### src/rtl/pc_jump_unit.sv
// Hack-CPU program counter stage: jump evaluation, next-PC select, halt-loop
// detection with resume, and a retired-instruction counter.
module pc_jump_unit #(
  parameter int unsigned      WIDTH       = 16,
  parameter logic [WIDTH-1:0] RESET_ADDR  = '0,
  parameter bit               HALT_DETECT = 1'b1
) (
  input  logic             clock_i,
  input  logic             reset_i,
  input  logic             en_i,
  input  logic             is_c_i,
  input  logic [2:0]       jump_i,
  input  logic             zr_i,
  input  logic             ng_i,
  input  logic [WIDTH-1:0] a_reg_i,
  input  logic             resume_i,
  output logic [WIDTH-1:0] pc_o,
  output logic             taken_o,
  output logic             halted_o,
  output logic [WIDTH-1:0] retired_o
);

  typedef enum logic {
    ST_RUN  = 1'b0,
    ST_HALT = 1'b1
  } state_t;

  state_t           state_q, state_d;
  logic [WIDTH-1:0] pc_q, pc_d;
  logic [WIDTH-1:0] retired_q, retired_d;
  logic             taken_q, taken_d;

  logic             cond;
  logic             halt_hit;
  logic [WIDTH-1:0] pc_inc;

  // jump bits are j1=lt, j2=eq, j3=gt; zr=ng=1 simply falls through the formula
  assign cond = is_c_i & ((jump_i[2] & ng_i) |
                          (jump_i[1] & zr_i) |
                          (jump_i[0] & ~ng_i & ~zr_i));

  assign pc_inc   = pc_q + WIDTH'(1);
  assign halt_hit = HALT_DETECT && cond && (jump_i == 3'b111) && (a_reg_i == pc_q);

  // State register
  always_ff @(posedge clock_i or posedge reset_i) begin
    if (reset_i) begin
      state_q <= ST_RUN;
    end else begin
      state_q <= state_d;
    end
  end

  // Next-state logic
  always_comb begin
    state_d = state_q;
    unique case (state_q)
      ST_RUN:  if (en_i && halt_hit) state_d = ST_HALT;
      ST_HALT: if (resume_i)         state_d = ST_RUN;
      default: state_d = ST_RUN;
    endcase
  end

  // Datapath next values; HALT ignores en, and resume steps past the self-jump
  always_comb begin
    pc_d      = pc_q;
    retired_d = retired_q;
    taken_d   = 1'b0;
    unique case (state_q)
      ST_RUN: begin
        if (en_i) begin
          pc_d      = cond ? a_reg_i : pc_inc;
          taken_d   = cond;
          retired_d = retired_q + WIDTH'(1);
        end
      end
      ST_HALT: begin
        if (resume_i) pc_d = pc_inc;
      end
      default: ;
    endcase
  end

  always_ff @(posedge clock_i or posedge reset_i) begin
    if (reset_i) begin
      pc_q      <= RESET_ADDR;
      retired_q <= '0;
      taken_q   <= 1'b0;
    end else begin
      pc_q      <= pc_d;
      retired_q <= retired_d;
      taken_q   <= taken_d;
    end
  end

  // Output logic: every output comes straight from a flop
  always_comb begin
    pc_o      = pc_q;
    retired_o = retired_q;
    taken_o   = taken_q;
    halted_o  = (state_q == ST_HALT);
  end

endmodule

### config.mk
export PLATFORM = sky130hd
export DESIGN_NAME = pc_jump_unit
export DESIGN_NICKNAME = d
export VERILOG_FILES = /design/src/rtl/pc_jump_unit.sv
export SDC_FILE = /design/constraint.sdc
export NUM_CORES = 1
export LEC_CHECK = 0
export ABC_AREA = 1
export BUFFER_PORTS_ARGS = -buffer_cell sky130_fd_sc_hd__buf_2
export CAP_MARGIN = 20
export CORE_UTILIZATION = 31
export CTS_BUF_LIST = sky130_fd_sc_hd__clkbuf_4
export CTS_CLUSTER_SIZE = 16
export DETAILED_ROUTE_END_ITERATION = 10
export HOLD_SLACK_MARGIN = 0.15
export PLACE_DENSITY = 0.52
export SYNTH_ARGS = -nofsm -noshare
export SYNTH_HDL_FRONTEND = slang
export SYNTH_SLANG_ARGS = --single-unit
### constraint.sdc
create_clock -name clock_i -period 1.2 [get_ports clock_i]
set_input_delay 0 -clock clock_i [delete_from_list [all_inputs] [get_ports clock_i]]
set_output_delay 0 -clock clock_i [all_outputs]
set_load 0.05 [all_outputs]
Word-level counts from Yosys, hierarchy flattened

Index checks and enable logic that the tools add are counted.
W data, S select, Z words.

Add/sub/neg operators: 2
Multipliers: 0
Divide/modulo/power cells: 0
Order comparisons: 0
Equal/unequal tests: 4
Shift operators: 0
Multiplexer cells: 9
Bitwise logic cells: 10
Reductions and logical operators: 5

Operators by type and width:

| operator                | number |
|---|---|
| $mux W16                | 3 |
| $add A16 B1 Y16 const B | 2 |
| $pmux W16 S2            | 1 |
| $eq A16 B16 Y1          | 1 |
| $and A1 B1 Y1           | 5 |
| $mux W1                 | 4 |
| $ne A2 B2 Y1 const B    | 2 |
| $reduce_and A2 Y1       | 2 |
| $eq A3 B3 Y1 const B    | 1 |
| $logic_and A1 B1 Y1     | 3 |
| $not A1 Y1              | 3 |
| $or A1 B1 Y1            | 2 |
| $pmux W1 S2             | 1 |

Register bits: 34
Bits in latches: 0
Bits in writable memories: 0
Bits in read-only memories: 0
Logic and storage cells: 34
Memories kept: 0

Depth between registers and ports, before layout

Word-level depth: 10
Gate-level depth with buffers: 10

Least setup slack after synthesis

No wires, ideal clock.

Kind: flip-flop to flip-flop
Start: register retired_q[1], in the netlist retired_o[1]
End: register retired_q[14], in the netlist retired_o[14]
Arrival time: 1.584 ns
Data required time: 1.081 ns
Slack: -0.503 ns
Stages on the path, launching flop included: 9
Clock period less this slack: 1.703 ns
Cell sequence: dfrtp_1 -> ha_1 -> nand3_1 -> nor2_4 -> nand3_1 -> nor2_1 -> nand2_1 -> nand2_1 -> nand2_1

Cells in the longest elaborated chain, start to end: 1

RTL lines:

| what                     | RTL line | RTL |
|---|---|---|
| start: declaration       | 30       | `logic [WIDTH-1:0] retired_q, retired_d;` |
| start signal: assignment | 91       | `retired_q <= retired_d;` |
| $add A16 B1 Y16          | 74       | `retired_d = retired_q + WIDTH'(1);` |

Every way passes these cells.
A chain may end at the register's enable or synchronous reset.

Final worst setup path

Start: register pc_q[1], in the netlist pc_o[1]
End: register pc_q[8], in the netlist pc_o[8]

Cells in the longest elaborated chain, start to end: 4
Elaborated cells between the ends (all ways): 5
Those cells by class: 1 x add/sub; 4 x mux

RTL lines:

| what                     | RTL line | RTL |
|---|---|---|
| start: declaration       | 29       | `logic [WIDTH-1:0] pc_q, pc_d;` |
| start signal: assignment | 90       | `pc_q <= pc_d;` |
| $add A16 B1 Y16 *        | 42       | `assign pc_inc = pc_q + WIDTH'(1);` |
| $mux W16                 | 72       | `pc_d = cond ? a_reg_i : pc_inc;` |
| $mux W16                 | 71       | `if (en_i) begin` |
| $pmux W16 S2 *           | 69       | `unique case (state_q)` |

Mark *: on every way between the ends. The rest lies on a longest branch, timed or not. The select of a mux whose other input is x is not followed.

==> flow_metrics.tcl <==
set metrics [dict create \
    status "complete, but fails checks" \
    violations "negative setup slack" \
    criticalPathCategory "reg -> reg" \
    drt-pass1-iter-count 4 \
    clk_pin_slew_worst_paths_ns 0.12 \
    antenna_found_initial 0 \
    ys_ff_latch 34 \
    io_buffers 59 \
    floorplan.initialDensity_pct 32.5 \
    n_fill_cell 748 \
    cts-root-buf "clkbuf_4" \
    rsz0062_at_grt "yes" \
    synth.distinct_cells 26 \
    powerDensity_nw_per_um2 1450 \
    grt_max_degree 35 \
    syn_inst 354 \
    gr-total-overflow 0 \
    cts_tree "built" \
    gp_congestion 0.822 \
    hold_path_class "in -> reg" \
    syn_area_per_cell_sq_um 6.77 \
    first_iter_violations 85 \
    die_h_um 89.9 \
    slew_headroom_pct 67.2 \
    arrival_ns 1.56 \
    yosys_warnings 0 \
    cap_violations 0 \
    start_kind "flop" \
    first_global_vias 2646 \
    hpwl_um 5220 \
    period_needed_ns 1.31 \
    routedWlPerCell_um 12.9 \
    endpoint_kind "flop" \
    finalCritPeriodShare_pct 109 \
    grt_pass1_wl_um 12600 \
    cp.required_ns 1.45 \
    slew_viol_final 0 \
    drive_gt1_share_pct 41.3 \
    num_antenna_cells 0 \
    die_x_um 89.9 \
    track_usage_pct 19.5 \
    finalClockSkew_ns 0.00854 \
    worstSkewPairLatency_ns 0.35 \
    cts_made_buffers 5 \
    ios 60 \
    die_area_sq_um 8090 \
    synthesis.nets 382 \
    num_rows 31 \
    worst-r2r-cell-count 8 \
    cts_buffer_depth 2 \
    hold_depth 9 \
    routed_wl_um 7460 \
    htreeDepth 2 \
    timing.final.ws_setup_ns -0.107 \
    finish.net_count 507 \
    timing_hold_violations_final 0 \
    vias 2589 \
    area_growth_pct 56.1 \
    coreArea_sq_um 7370 \
    drc 0 \
    setup_viol 26 \
    netlist_area_sq_um 2400 \
    hold_ws_ns 0.204 \
    tightest_slew_ns 0.492 \
    drtAntennaViolNets 0 \
    fmax_mhz 765 \
    synth_seq_area_share_pct 35.5 \
    power_mw 5.44 \
    cts_sinks 34 \
    via_per_inst 4.47 \
    max-vdd-ir-drop_mv 0.806 \
    leakagePower_nw 1.92 \
    path_max_fanout 5 \
    final_core_util_pct 50.8 \
    fin_setup_tns_ns -1.20 \
]
-- path summary, 6_finish.rpt --
check	from	end	slack (ns)
max	pc_o[1]$_DFFE_PP0P_	pc_o[8]$_DFFE_PP0P_	-0.11
min	jump_i[0]	halted_o$_DFF_PP0_	0.20
max reg2reg	pc_o[1]$_DFFE_PP0P_	pc_o[8]$_DFFE_PP0P_	-0.11
min reg2reg	retired_o[12]$_DFFE_PP0P_	retired_o[12]$_DFFE_PP0P_	0.49
max in group asynchronous	reset_i	pc_o[1]$_DFFE_PP0P_	0.52
min in group asynchronous	reset_i	pc_o[15]$_DFFE_PP0P_	0.28
-- logic make-up (layout without fill, tap and decap cells) --
family / after synthesis / in the layout / share of synthesized area, %
XOR/XNOR: 23 / 23 / 8.40
AND/OR/NAND/NOR: 224 / 224 / 42.6
AO/OA/AOI/OAI: 14 / 14 / 3.08
adder cells (fa/ha/maj): 2 / 2 / 1.04
flip-flops: 34 / 34 / 35.5
buffers and inverters: 57 / 183 / 9.39
-- repair_timing --
item                                    in CTS  in global routing
gates resized for setup                     26                 49
pin swaps                                   11                 17
endpoints found under the setup margin      24                 40
buffers inserted                             5                 10
hold endpoints to repair                    56                  0
hold buffers                                19                  0
-- layer usage --
layer	GRT usage (%)	part of all wire, %
met4	4.97	1.1
met1	24.9	47
met2	33.8	48
met5	0	0
met3	3.55	3.2
-- cell usage after synthesis --
cell type	count	area (sq um)
nand2_2	4	25.0
nand3_1	37	185
nand2_1	128	480
nor2_2	2	12.5
a21oi_1	3	15.0
o21ai_0	9	45.0
nor2_4	4	45.0
nand4_1	5	31.3
o22ai_1	1	6.26
buf_2	3	15.0
o211ai_1	1	7.51
xnor2_1	12	105
nor2_1	27	101
nand3_2	4	40.0
inv_1	51	191
buf_4	2	15.0
or2_0	1	6.26
dfrtp_1	34	851
nor3_1	3	15.0
or2_2	1	6.26
nor3_4	1	16.3
nand2_4	1	11.3
ha_1	2	25.0
xor2_1	11	96.3
inv_2	1	3.75
nand3b_1	6	45.0
-- metrics by stage --
step	area, sq um	cells	setup WS (ns)
2_1_floorplan	2540	354	-0.251
3_3_place_gp	3160	539	-0.0700
3_5_place_dp	3160	539	-0.0912
4_1_cts	3530	571	-0.109
5_1_grt	3740	579	-0.205
6_report	3740	579	-0.107
-- cells in the final DEF (no fill, tap or decap), drive strengths merged, types with 3 or more instances in the layout --
cell type / netlist / final
dfrtp: 34 / 34
xnor2: 12 / 12
nor2: 33 / 33
buf: 5 / 103
inv: 52 / 52
o21ai: 9 / 9
clkbuf: 0 / 7
nand2: 133 / 133
a21oi: 3 / 3
nand4: 5 / 5
dlygate4sd3: 0 / 19
nand3: 41 / 41
xor2: 11 / 11
nor3: 4 / 4
nand3b: 6 / 6
-- power breakdown --
group | switching, mW | internal [mW] | total (mW)
clock | 0.439 | 0.243 | 0.682
combinational | 1.75 | 1.20 | 2.95
sequential | 0.386 | 1.42 | 1.81
total | 2.58 | 2.86 | 5.44
-- critical path, stage by stage (launching register included) --
cell and delay (ns):
dfrtp_4 0.53, ha_4 0.18, nand3_4 0.08, inv_2 0.06
nand2_2 0.05, or2_0 0.11, nand3_1 0.07, nand2_1 0.08
nand2_1 0.04
-- flip-flops by register name (all words and copies together), names as in the netlist --
name	cells
retired_o	16
pc_o	16
halted_o	1
taken_o	1
-- area by class of cell --
type	instances	area, sq um	area share [%]
clock inverters	2	8.76	0.234
multi-input cells	263	1560	41.6
flip-flops and latches	34	895	23.9
clock buffers	6	45.0	1.20
well taps	99	124	3.31
inverters	52	203	5.42
repair buffers	123	912	24.4
No activity file was read; power rests on OpenSTA's default activity.
